## src/rtl/muldiv_pkg.sv

```systemverilog
// Shared definitions for the multiply/divide sequencer slice.
package muldiv_pkg;

  typedef enum logic [2:0] {
    IDLE,
    START,
    WAIT,
    WRITE,
    DONE,
    ERR_DZ,
    ERR_TO
  } state_t;

  localparam logic OP_MULT = 1'b0;
  localparam logic OP_DIV  = 1'b1;

endpackage

```

## src/rtl/muldiv_sequencer_if.sv

```systemverilog
// Bus bundle between control unit, mult/div units and the sequencer.
interface muldiv_sequencer_if #(
  parameter int unsigned DATA_W = 32
) ();

  logic              req;
  logic              op;
  logic [DATA_W-1:0] a;
  logic [DATA_W-1:0] b;
  logic [DATA_W-1:0] op_a;
  logic [DATA_W-1:0] op_b;
  logic              mult_start;
  logic              div_start;
  logic              mult_ready;
  logic              div_ready;
  logic [DATA_W-1:0] mult_hi;
  logic [DATA_W-1:0] mult_lo;
  logic [DATA_W-1:0] div_hi;
  logic [DATA_W-1:0] div_lo;
  logic [DATA_W-1:0] hi_in;
  logic [DATA_W-1:0] lo_in;
  logic              hi_wr;
  logic              lo_wr;
  logic              busy;
  logic              done;
  logic              div_zero;
  logic              timeout;

  modport slave (
    input  req, op, a, b, mult_ready, div_ready,
           mult_hi, mult_lo, div_hi, div_lo,
    output op_a, op_b, mult_start, div_start,
           hi_in, lo_in, hi_wr, lo_wr, busy, done, div_zero, timeout
  );

  modport master (
    output req, op, a, b, mult_ready, div_ready,
           mult_hi, mult_lo, div_hi, div_lo,
    input  op_a, op_b, mult_start, div_start,
           hi_in, lo_in, hi_wr, lo_wr, busy, done, div_zero, timeout
  );

endinterface

```

## src/rtl/muldiv_sequencer_cycle_timer.sv

```systemverilog
// Clear/increment WAIT-cycle counter with terminal count at TIMEOUT_CYCLES-1.
module cycle_timer #(
  parameter int unsigned TIMEOUT_CYCLES = 64
) (
  input  logic clk,
  input  logic reset,
  input  logic clear,
  input  logic inc,
  output logic terminal
);

  localparam int unsigned CNT_W = $clog2(TIMEOUT_CYCLES + 1);

  logic [CNT_W-1:0] count;

  // Counter saturates at terminal so it can never wrap.
  always_ff @(posedge clk) begin
    if (reset || clear) begin
      count <= '0;
    end else if (inc && !terminal) begin
      count <= count + CNT_W'(1);
    end
  end

  assign terminal = (count == CNT_W'(TIMEOUT_CYCLES - 1));

endmodule

```

## src/rtl/muldiv_sequencer.sv

```systemverilog
// Sequences one mult/div request: latch operands, start unit, wait for
// ready (with timeout), write HI/LO, and report done or an exception.
module muldiv_sequencer
  import muldiv_pkg::*;
#(
  parameter int unsigned DATA_W         = 32,
  parameter int unsigned TIMEOUT_CYCLES = 64
) (
  input logic                clk,
  input logic                reset,
  muldiv_sequencer_if.slave  bus
);

  state_t            state;
  state_t            state_nx;
  logic              op_q;
  logic [DATA_W-1:0] a_q;
  logic [DATA_W-1:0] b_q;
  logic [DATA_W-1:0] hi_q;
  logic [DATA_W-1:0] lo_q;
  logic              sel_ready;
  logic              terminal;
  logic              tmr_clear;
  logic              tmr_inc;
  logic              mult_start;
  logic              div_start;
  logic              wr;
  logic              done;
  logic              div_zero;
  logic              timeout;

  assign sel_ready = (op_q == OP_DIV) ? bus.div_ready : bus.mult_ready;

  cycle_timer #(
    .TIMEOUT_CYCLES(TIMEOUT_CYCLES)
  ) u_timer (
    .clk     (clk),
    .reset   (reset),
    .clear   (tmr_clear),
    .inc     (tmr_inc),
    .terminal(terminal)
  );

  // State register.
  always_ff @(posedge clk) begin
    if (reset) begin
      state <= IDLE;
    end else begin
      state <= state_nx;
    end
  end

  // Operand latch on accepted request; result capture on selected ready.
  always_ff @(posedge clk) begin
    if (reset) begin
      op_q <= OP_MULT;
      a_q  <= '0;
      b_q  <= '0;
      hi_q <= '0;
      lo_q <= '0;
    end else begin
      if (state == IDLE && bus.req) begin
        op_q <= bus.op;
        a_q  <= bus.a;
        b_q  <= bus.b;
      end
      if (state == WAIT && sel_ready) begin
        hi_q <= (op_q == OP_DIV) ? bus.div_hi : bus.mult_hi;
        lo_q <= (op_q == OP_DIV) ? bus.div_lo : bus.mult_lo;
      end
    end
  end

  // Next-state logic and Moore output decode.
  always_comb begin
    state_nx   = state;
    tmr_clear  = 1'b0;
    tmr_inc    = 1'b0;
    mult_start = 1'b0;
    div_start  = 1'b0;
    wr         = 1'b0;
    done       = 1'b0;
    div_zero   = 1'b0;
    timeout    = 1'b0;
    case (state)
      IDLE: begin
        if (bus.req) begin
          state_nx = (bus.op == OP_DIV && bus.b == '0) ? ERR_DZ : START;
        end
      end
      START: begin
        tmr_clear  = 1'b1;
        mult_start = (op_q == OP_MULT);
        div_start  = (op_q == OP_DIV);
        state_nx   = WAIT;
      end
      WAIT: begin
        if (sel_ready) begin
          state_nx = WRITE;
        end else if (terminal) begin
          state_nx = ERR_TO;
        end else begin
          tmr_inc = 1'b1;
        end
      end
      WRITE: begin
        wr       = 1'b1;
        state_nx = DONE;
      end
      DONE: begin
        done     = 1'b1;
        state_nx = IDLE;
      end
      ERR_DZ: begin
        div_zero = 1'b1;
        state_nx = IDLE;
      end
      ERR_TO: begin
        timeout  = 1'b1;
        state_nx = IDLE;
      end
      default: state_nx = IDLE;
    endcase
  end

  assign bus.op_a       = a_q;
  assign bus.op_b       = b_q;
  assign bus.hi_in      = hi_q;
  assign bus.lo_in      = lo_q;
  assign bus.mult_start = mult_start;
  assign bus.div_start  = div_start;
  assign bus.hi_wr      = wr;
  assign bus.lo_wr      = wr;
  assign bus.busy       = (state != IDLE);
  assign bus.done       = done;
  assign bus.div_zero   = div_zero;
  assign bus.timeout    = timeout;

endmodule

```

## src/flat_wrapper.sv

```systemverilog
// flat-port wrapper written by rule: the top's interface ports become plain ports
module muldiv_sequencer_flat import muldiv_pkg::*;
#(
  parameter int unsigned DATA_W         = 32,
  parameter int unsigned TIMEOUT_CYCLES = 64
)
  (clk, reset, bus_req, bus_op, bus_a, bus_b, bus_mult_ready, bus_div_ready, bus_mult_hi, bus_mult_lo, bus_div_hi, bus_div_lo, bus_op_a, bus_op_b, bus_mult_start, bus_div_start, bus_hi_in, bus_lo_in, bus_hi_wr, bus_lo_wr, bus_busy, bus_done, bus_div_zero, bus_timeout);
  muldiv_sequencer_if #(.DATA_W(DATA_W)) bus_i ();
  input logic clk;
  input logic reset;
  input wire logic [$bits(bus_i.req)-1:0] bus_req;
  input wire logic [$bits(bus_i.op)-1:0] bus_op;
  input wire logic [$bits(bus_i.a)-1:0] bus_a;
  input wire logic [$bits(bus_i.b)-1:0] bus_b;
  input wire logic [$bits(bus_i.mult_ready)-1:0] bus_mult_ready;
  input wire logic [$bits(bus_i.div_ready)-1:0] bus_div_ready;
  input wire logic [$bits(bus_i.mult_hi)-1:0] bus_mult_hi;
  input wire logic [$bits(bus_i.mult_lo)-1:0] bus_mult_lo;
  input wire logic [$bits(bus_i.div_hi)-1:0] bus_div_hi;
  input wire logic [$bits(bus_i.div_lo)-1:0] bus_div_lo;
  output wire logic [$bits(bus_i.op_a)-1:0] bus_op_a;
  output wire logic [$bits(bus_i.op_b)-1:0] bus_op_b;
  output wire logic [$bits(bus_i.mult_start)-1:0] bus_mult_start;
  output wire logic [$bits(bus_i.div_start)-1:0] bus_div_start;
  output wire logic [$bits(bus_i.hi_in)-1:0] bus_hi_in;
  output wire logic [$bits(bus_i.lo_in)-1:0] bus_lo_in;
  output wire logic [$bits(bus_i.hi_wr)-1:0] bus_hi_wr;
  output wire logic [$bits(bus_i.lo_wr)-1:0] bus_lo_wr;
  output wire logic [$bits(bus_i.busy)-1:0] bus_busy;
  output wire logic [$bits(bus_i.done)-1:0] bus_done;
  output wire logic [$bits(bus_i.div_zero)-1:0] bus_div_zero;
  output wire logic [$bits(bus_i.timeout)-1:0] bus_timeout;
  assign bus_i.req = bus_req;
  assign bus_i.op = bus_op;
  assign bus_i.a = bus_a;
  assign bus_i.b = bus_b;
  assign bus_i.mult_ready = bus_mult_ready;
  assign bus_i.div_ready = bus_div_ready;
  assign bus_i.mult_hi = bus_mult_hi;
  assign bus_i.mult_lo = bus_mult_lo;
  assign bus_i.div_hi = bus_div_hi;
  assign bus_i.div_lo = bus_div_lo;
  assign bus_op_a = bus_i.op_a;
  assign bus_op_b = bus_i.op_b;
  assign bus_mult_start = bus_i.mult_start;
  assign bus_div_start = bus_i.div_start;
  assign bus_hi_in = bus_i.hi_in;
  assign bus_lo_in = bus_i.lo_in;
  assign bus_hi_wr = bus_i.hi_wr;
  assign bus_lo_wr = bus_i.lo_wr;
  assign bus_busy = bus_i.busy;
  assign bus_done = bus_i.done;
  assign bus_div_zero = bus_i.div_zero;
  assign bus_timeout = bus_i.timeout;
  muldiv_sequencer #(.DATA_W(DATA_W), .TIMEOUT_CYCLES(TIMEOUT_CYCLES)) u_core (.clk(clk), .reset(reset), .bus(bus_i));
endmodule
```

## config.mk

```make
export PLATFORM = sky130hd
export DESIGN_NAME = muldiv_sequencer_flat
export DESIGN_NICKNAME = d
export VERILOG_FILES = /design/src/rtl/muldiv_pkg.sv /design/src/rtl/muldiv_sequencer_if.sv /design/src/rtl/muldiv_sequencer_cycle_timer.sv /design/src/rtl/muldiv_sequencer.sv /design/src/flat_wrapper.sv
export SDC_FILE = /design/constraint.sdc
export NUM_CORES = 1
export LEC_CHECK = 0
export BUFFER_PORTS_ARGS = -buffer_cell sky130_fd_sc_hd__buf_2
export CAP_MARGIN = 20
export CORE_AREA = 2 2 131 133
export CTS_CLUSTER_SIZE = 8
export DETAILED_ROUTE_END_ITERATION = 10
export DIE_AREA = 0 0 133 135
export GPL_TIMING_DRIVEN = 0
export PLACE_DENSITY = 0.64
export SLEW_MARGIN = 25
export SYNTH_ARGS = -nofsm -noshare
export SYNTH_HDL_FRONTEND = slang
export SYNTH_HIERARCHICAL = 1
export SYNTH_SLANG_ARGS = --single-unit
export TNS_END_PERCENT = 10
```

## constraint.sdc

```tcl
create_clock -name clk -period 2.27 [get_ports clk]
set_input_delay 0.1135 -clock clk [delete_from_list [all_inputs] [get_ports clk]]
set_output_delay 0.1135 -clock clk [all_outputs]
set_load 0.05 [all_outputs]
```

Word-level counts from Yosys, hierarchy flattened
Cells that the tools add are included.
{"block": "totals", "regBits": 139, "inputBits": 198, "out_inout_bits": 136, "word_cells": 46}
{"block": "op_classes", "addsub": 1, "n_eq_ne": 9, "n_mux": 18, "n_bitwise": 1, "reduce_logical": 10}
{"operator": "$mux 32", "count": 2}
{"operator": "$logic_not 32->1", "count": 1}
{"operator": "$mux 3", "count": 4}
{"operator": "$pmux 3 s4", "count": 1}
{"operator": "$mux 1", "count": 11}
{"operator": "$eq 3x3->1 const B", "count": 3}
{"operator": "$add 7x1->7 const B", "count": 1}
{"operator": "$eq 7x6->1 const B", "count": 1}
{"operator": "$eq 3x2->1 const B", "count": 2}
{"operator": "$logic_and 1x1->1", "count": 4}
{"operator": "$eq 3x1->1 const B", "count": 1}
{"operator": "$logic_not 3->1", "count": 1}
{"operator": "$ne 3x2->1 const B", "count": 1}
{"operator": "$reduce_bool 3->1", "count": 1}
{"operator": "$ne 2x2->1 const B", "count": 1}
{"operator": "$reduce_and 2->1", "count": 1}
{"operator": "$logic_not 1->1", "count": 1}
{"operator": "$logic_or 1x1->1", "count": 1}
{"operator": "$not 1->1", "count": 1}

Depth between registers and ports, before layout
Gate-level depths: netlist of the first run.
{"block": "logic_depth", "depth_word": 5, "mapped_depth": 8, "ltp_nobuf": 8}

Hierarchy
The synthesis of the first run kept the hierarchy.
{"module": "muldiv_sequencer", "n_inst": 1, "cells_per_inst": 612, "area_each_um2": 5326.4, "seq_area_each_um2": 2642.5}
{"module": "cycle_timer", "n_inst": 1, "cells_per_inst": 36, "area_each_um2": 341.6, "seq_area_each_um2": 140.1}

Worst setup path before layout of the first run
Ideal clock, no wire load.
{"block": "synth_path", "path_type": "flip-flop to output port", "startpoint": "register u_core.op_q", "endpoint": "output bus_mult_start", "t_arrival_ns": 1.885, "required_ns": 2.156, "path_slack_ns": 0.272, "path_stages_with_launch": 5, "n_path_buf": 3, "cell_sequence": "dfxtp_1 buf_2 buf_4 buf_2 nor3_1"}
{"block": "synth_between", "elab_chain_cells": 2}
{"element": "start: declaration", "line_no": "muldiv_sequencer.sv:16", "text": "logic op_q;"}
{"element": "start signal: assignment", "line_no": "muldiv_sequencer.sv:63", "text": "op_q <= bus.op;"}
{"element": "$not 1->1", "line_no": "muldiv_sequencer.sv:93", "text": "mult_start = (op_q == OP_MULT);"}
{"element": "$mux 1", "line_no": "muldiv_sequencer.sv:85", "text": "case (state)"}
{"element": "end: declaration", "line_no": "flat_wrapper.sv:23", "text": "output wire logic [$bits(bus_i.mult_start)-1:0] bus_mult_start;"}
Every way passes these cells.

Final worst setup path of the first run
{"block": "layout_path", "startpoint": "register u_core.op_q", "endpoint": "output bus_div_start"}
{"block": "layout_between", "elab_chain_cells": 1}
{"element": "$mux 1", "line_no": "muldiv_sequencer.sv:85"}
{"element": "end: declaration", "line_no": "flat_wrapper.sv:24", "text": "output wire logic [$bits(bus_i.div_start)-1:0] bus_div_start;"}
Every way passes these cells.

==> results of run 1 <==
[state kept, by name (all words and copies together) (netlist names)]
name	count
u_core/bus.op_b	32
u_core/state	3
u_core/bus.lo_in	32
u_core/bus.hi_in	32
u_core/u_timer/count	7
u_core/bus.op_a	32
u_core/op_q	1
[cells in the final DEF, fill, tap and decap left out, types with 2 or more instances in the layout]
cell | synthesis | final
sky130_fd_sc_hd__a211oi_1 | 64 | 64
sky130_fd_sc_hd__a21oi_1 | 65 | 65
sky130_fd_sc_hd__a31oi_1 | 4 | 4
sky130_fd_sc_hd__and2_1 | 2 | 2
sky130_fd_sc_hd__buf_2 | 22 | 355
sky130_fd_sc_hd__buf_4 | 13 | 13
sky130_fd_sc_hd__clkbuf_1 | 19 | 19
sky130_fd_sc_hd__clkbuf_16 | 0 | 17
sky130_fd_sc_hd__clkbuf_8 | 0 | 2
sky130_fd_sc_hd__clkinv_2 | 0 | 3
sky130_fd_sc_hd__clkinvlp_4 | 0 | 4
sky130_fd_sc_hd__dfxtp_1 | 139 | 139
sky130_fd_sc_hd__dlygate4sd3_1 | 0 | 65
sky130_fd_sc_hd__inv_1 | 3 | 3
sky130_fd_sc_hd__mux2i_1 | 67 | 67
sky130_fd_sc_hd__nand2_1 | 137 | 137
sky130_fd_sc_hd__nand2b_1 | 3 | 3
sky130_fd_sc_hd__nand3_1 | 2 | 2
sky130_fd_sc_hd__nand4_1 | 2 | 2
sky130_fd_sc_hd__nor2_1 | 72 | 72
sky130_fd_sc_hd__nor3_1 | 6 | 6
sky130_fd_sc_hd__nor3_2 | 2 | 2
sky130_fd_sc_hd__nor4_1 | 7 | 7
sky130_fd_sc_hd__o21ai_1 | 2 | 2
[timing repair]
item | in CTS | in global routing
hold buffers | 65 | 0
endpoints found under the setup margin | 1 | 0
resized for setup | 1 | 0
endpoints found under the hold margin | 65 | 0
[how the worst max path moves through the flow]
stage	from	end	slack, ns	cells past startpoint
detailed placement	u_core/u_timer/count[0]	u_core/u_timer/count[4]	-0.02	8
floorplan	u_core/op_q	bus_mult_start	0.27	4
global route	u_core/op_q	bus_div_start	0.01	5
finish	u_core/op_q	bus_div_start	0.12	5
global placement	u_core/u_timer/count[0]	u_core/u_timer/count[4]	0.007	8
CTS	u_core/op_q	bus_div_start	0.07	5
[critical path, delay by kind of cell (launching register included)]
family / cells / cell delay (ns)
buffers and inverters: 4 / 1.13
flip-flops: 1 / 0.30
AND/OR/NAND/NOR: 1 / 0.19
[layout make-up]
class / count / area, µm² / area share, %
antenna: 1 / 2.50 / 0.0284
buffer: 54 / 279 / 3.17
clock buffer: 19 / 453 / 5.15
clock inverter: 8 / 75.1 / 0.853
inverter: 3 / 11.3 / 0.128
multi-input combinational: 452 / 2600 / 29.6
sequential: 139 / 2780 / 31.6
tap: 220 / 275 / 3.13
timing repair buffer: 398 / 2320 / 26.3
[logic make-up (layout without fill, tap and decap cells)]
| family | Yosys count | in the layout | synth area share (%) |
|---|---|---|---|
| AOI/OAI and AO/OA | 140 | 140 | 15.6 |
| xor gates and xnor gates | 1 | 1 | 0.155 |
| adders and majority gates | 1 | 1 | 0.221 |
| buffers and inverters | 57 | 482 | 5.12 |
| DFF | 139 | 139 | 49.1 |
| muxes | 67 | 67 | 11.8 |
| other | 0 | 1 | 0 |
| and+or+nand+nor | 243 | 243 | 17.9 |
[report_power, final]
part	internal (mW)	leakage [nW]	switching [mW]
clock	1.52	0.250	1.02
sequential	2.65	1.13	0.104
combinational	0.645	2.61	1.44
total	4.82	3.99	2.56
[per-stage QoR]
step	total power [mW]	setup WS (ns)	instances
global route	7.69	0.0129	1294
global placement	4.78	0.00732	1201
detailed placement	4.79	-0.0236	1201
CTS	7.44	0.0674	1293
finish	7.38	0.119	1294
floorplan	4.18	0.272	648
[layer usage]
layer	track usage [%]	up-vias
li1	-	3068
met1	26.4	2856
met2	41.0	261
met3	7.21	32
met4	8.54	2
met5	0	-
==> impl_metrics.toml, run 1 <==
[logic_synthesis]
synth-seq-cells = 139
synth_area_per_inst_um2 = 8.75
post_synth_inst_count = 648
synth.most_common_cell = "sky130_fd_sc_hd__dfxtp_1"
ys_async_sr_fraction_pct = 0
synth.net_count = 847
netlist.top_cell.by_area = "sky130_fd_sc_hd__dfxtp_1"
synth.cell_area_um2 = 5670
synth.top_cells.by_area = "sky130_fd_sc_hd__dfxtp_1 (49%), sky130_fd_sc_hd__mux2i_1 (12%), sky130_fd_sc_hd__nand2_1 (9.1%)"
synth.top_cells.by_count = "sky130_fd_sc_hd__dfxtp_1 (139), sky130_fd_sc_hd__nand2_1 (137), sky130_fd_sc_hd__nor2_1 (72), sky130_fd_sc_hd__mux2i_1 (67), sky130_fd_sc_hd__a21oi_1 (65)"
yosysTopAreaCellShare_pct = 49.1
ys_seq_area_share_pct = 49.1
synth-edff-count = 0
dominantRegCellSynth = "sky130_fd_sc_hd__dfxtp_1"
yosys_warnings = 6
yosysUniqueCellTypes = 35

[final_layout]
layout.cell_area.non_filler_um2 = 8800
post_route_cells_drive_above_1_share_pct = 37.5
nNetsFinal = 1264
area_growth_from_synthesis_to_final_layout_pct = 55.2
num-fill-cells = 1534
postLayoutCoreUtil_pct = 53.6

[global_routing]
first_global_vias = 6130
grt_start_max_net_pins = 17
gr-usage-all-layers_pct = 23.2
global_route.overflow_total = 0
wire_length_of_the_first_global_routing_pass_mm = 32.4
grt_antenna_before_repair = 2

[run_status]
status = "finished, final reports clean"

[critical_path]
worstPathMaxFanout = 10
r2r-end = "u_core/u_timer/count[4]"
arrival_ns = 2.04
worstSetupEndpointType = "primary output"
ff2ff_path_depth = 8
worstPathCellList = "buf_2, buf_4, buf_2, and2_1, buf_2"
worst_path_largest_cell_delay_ns = 0.39
minimum_setup_slack_among_reg_to_reg_paths_ns = 0.20
crit_path_top_delay_cell = "sky130_fd_sc_hd__buf_2"
crit_path_most_repeated_cell = "sky130_fd_sc_hd__buf_2"
startpoint_type = "flop"
worstSetupPathType = "flop to primary output"
critical_path.reg2reg.startpoint = "u_core/u_timer/count[0]"
worst-endpoint-required_ns = 2.16

[sta]
skew_ns = 0.00836
fin_crit_ns = 2.15
achievable_clock_frequency_ghz = 0.465
hold_ws_ns = 0.0330
hold_viol = 0
setup_failing_eps_final = 0
rsz0062_at_grt = "no"
relative_slew_slack_pct = 48.3
slew_viol_final = 0
worst_pin_slew_ns = 0.775
final.setup.tns_ns = 0
ratio_of_final_minimum_period_to_clock_period_pct = 94.7

[worst_hold_path]
worstHoldEndpoint = "u_core/bus.lo_in[3]"
hold_depth = 3
hold_path.startpoint = "bus_mult_lo[3]"
worst_hold_path_type = "primary input to flop"

[flow_run]
maxCapViolCount = 0

[floorplanning]
chipWidth_um = 133
core_area_um2 = 16400
vertical_extent_of_the_die_um = 135
row_count = 47
initial_utilization_pct = 34.5
ios = 334
design.die.area_um2 = 18000

[routing]
met1Wirelength_mm = 8.67
routed_wirelength_mm = 21.3
initialDrtViolationCount = 275
avgRoutedWirePerCell_um = 16.5
route.detailed.vias_per_inst = 4.81
met3RoutedLength_mm = 1.63
met2_wirelength_mm = 10.5
routed.top_layer = "met5"
drc = 0
antenna_left = 0
detailroute.via_count = 6219
drtPass1Iterations = 4

[clocking]
worstSkewPairLatency_ns = 0.42
cts.htree.levels = 4
cts_root_buf = "sky130_fd_sc_hd__clkbuf_16"
clk_pin_slew_ns = 0.06
tritoncts.num_buffers = 17
tritoncts_clock_tree = "yes"
cts.path.max_buffers = 2
clock_sink_count = 139
cts_setup_buffers = 0

[power_and_ir_drop]
leakage_power_summed_over_all_cells_nw = 3.99
vdd_drop_max_mv = 0.479
power.density_cell_area_nw_per_um2 = 839

[placement]
finalWeightedCongestion = 0.829
placed_cell_area_um2 = 7610
buffer_ports.inserted = 333
place.detailed.hpwl_mm = 15.9
No activity file was read; power rests on OpenSTA's default activity.
==> run 2, diff against run 1 <==
- CORE_AREA: 2 2 131 133 -> default
- CORE_ASPECT_RATIO: default -> 0.5
- CORE_UTILIZATION: default -> 44
- DIE_AREA: 0 0 133 135 -> default
- PLACE_DENSITY: 0.64 -> 0.79
==> impl_metrics.toml, run 2 (synthesized netlist as in run 1, its figures left out) <==
[global_routing]
grt_antenna_before_repair = 0
global_route.overflow_total = 0
first_global_vias = 5877
grt_start_max_net_pins = 17
wire_length_of_the_first_global_routing_pass_mm = 29.3
gr-usage-all-layers_pct = 28.3

[final_layout]
area_growth_from_synthesis_to_final_layout_pct = 54.2
num-fill-cells = 937
diode_insertion_count_for_antenna_repair = 0
layout_commonest_cell = "sky130_fd_sc_hd__buf_2"
layout.cell_area.non_filler_um2 = 8740
layout.cells.most_common_list = "sky130_fd_sc_hd__buf_2 (355), sky130_fd_sc_hd__dfxtp_1 (139), sky130_fd_sc_hd__nand2_1 (137)"
nNetsFinal = 1263
post_route_cells_drive_above_1_share_pct = 37.2

[worst_hold_path]
hold_depth = 3
worst_hold_path_type = "primary input to flop"

[sta]
hold_viol = 0
setup_failing_eps_final = 0
rsz0062_at_grt = "no"
skew_ns = 0.0105
fin_crit_ns = 2.00
worst_pin_slew_ns = 0.560
ratio_of_final_minimum_period_to_clock_period_pct = 88.0
slew_viol_final = 0
final.setup.tns_ns = 0
hold_ws_ns = 0.0312
achievable_clock_frequency_ghz = 0.501
relative_slew_slack_pct = 62.7

[critical_path]
worstSetupEndpointType = "flop"
worstSetupPathType = "flop to flop"
r2r-end = "u_core/u_timer/count[5]"
arrival_ns = 2.26
worst-endpoint-required_ns = 2.54
ff2ff_path_depth = 8
startpoint_type = "flop"
worst_setup_path_startpoint = "u_core/u_timer/count[0]"
critical_path.reg2reg.startpoint = "u_core/u_timer/count[0]"
minimum_setup_slack_among_reg_to_reg_paths_ns = 0.27
worstPathMaxFanout = 5
crit_end = "u_core/u_timer/count[5]"

[clocking]
worstSkewPairLatency_ns = 0.40
clk_pin_slew_ns = 0.05
cts_setup_buffers = 0
cts.path.max_buffers = 2
tritoncts.num_buffers = 17
cts_root_buf = "sky130_fd_sc_hd__clkbuf_16"
tritoncts_clock_tree = "yes"
cts.htree.levels = 4
clock_sink_count = 139

[floorplanning]
chipWidth_um = 163
vertical_extent_of_the_die_um = 82.3
ios = 334
initial_utilization_pct = 46.5
core_area_um2 = 12200
row_count = 28
design.die.area_um2 = 13400

[routing]
drtPass1Iterations = 5
drc = 0
route.detailed.vias_per_inst = 5.05
antenna_left = 0
avgRoutedWirePerCell_um = 16.1
initialDrtViolationCount = 413
detailroute.via_count = 6273
routed_wirelength_mm = 20.0

[placement]
placed_cell_area_um2 = 7540
buffer_ports.inserted = 333
place.detailed.hpwl_mm = 14.1
finalWeightedCongestion = 0.837

[flow_run]
maxCapViolCount = 0

[run_status]
status = "finished, final reports clean"

[power_and_ir_drop]
total_power_consumption_mw = 7.45
vdd_drop_max_mv = 0.429
power.density_cell_area_nw_per_um2 = 853
leakage_power_summed_over_all_cells_nw = 4.01
-- run 2: how the worst min path moves through the flow --
| stage | start | endpoint | slack [ns] |
|---|---|---|---|
| 3_3_place_gp | bus_a[6] | u_core/bus.op_a[6] | 0.35 |
| 2_1_floorplan | bus_a[10] | u_core/bus.op_a[10] | 0.25 |
| 6_report | reset | u_core/u_timer/count[0] | 0.03 |
| 3_5_place_dp | bus_a[31] | u_core/bus.op_a[31] | 0.36 |
| 4_1_cts | reset | u_core/u_timer/count[0] | 0.02 |
| 5_1_grt | bus_op | u_core/op_q | 0.04 |
-- run 2: per-layer routing --
layer,wire (µm),track usage (%),vias up
met2,10200,53.6,245
met4,378,10.3,0
met5,0,0,-
li1,-,-,3071
met3,1290,5.49,36
met1,8140,32.3,2921
-- run 2: timing repair --
action | CTS | global route
hold buffers | 64 | 0
hold endpoints to repair | 64 | 0
gates resized for setup | 1 | 1
endpoints found under the setup margin | 2 | 2
-- run 2: power breakdown --
| part | internal (mW) | switching, mW | total (mW) |
|---|---|---|---|
| logic | 0.645 | 1.44 | 2.08 |
| clock network | 1.61 | 1.01 | 2.62 |
| registers | 2.65 | 0.104 | 2.76 |
-- run 2: final cells by class --
class                   instances  area [µm²]  area share [%]
multi-input cells             452        2610            29.9
well taps                     165         206            2.36
plain buffers                  54         279            3.19
clock buffers                  23         448            5.12
flip-flops and latches        139        2780            31.8
clock inverters                 9        97.6            1.12
inverters                       3        11.3           0.129
repair buffers                397        2310            26.4
-- run 2: metrics by stage --
stage	worst slack [ns]	instances	utilization, %
floorplan	0.272	648	-
global placement	0.0466	1146	61.9
detailed placement	-0.0450	1146	61.9
CTS	0.199	1242	71.6
global route	0.0626	1242	71.7
finish	0.272	1242	71.7
-- run 2: worst max-delay path, cell delays in order, from the launching register on --
cell,delay (ns)
sky130_fd_sc_hd__dfxtp_1,0.34
sky130_fd_sc_hd__ha_1,0.22
sky130_fd_sc_hd__and3b_4,0.20
sky130_fd_sc_hd__nand2_1,0.11
sky130_fd_sc_hd__inv_1,0.08
sky130_fd_sc_hd__nor4b_4,0.36
sky130_fd_sc_hd__nand3_1,0.17
sky130_fd_sc_hd__o311ai_1,0.28
sky130_fd_sc_hd__o41ai_1,0.12
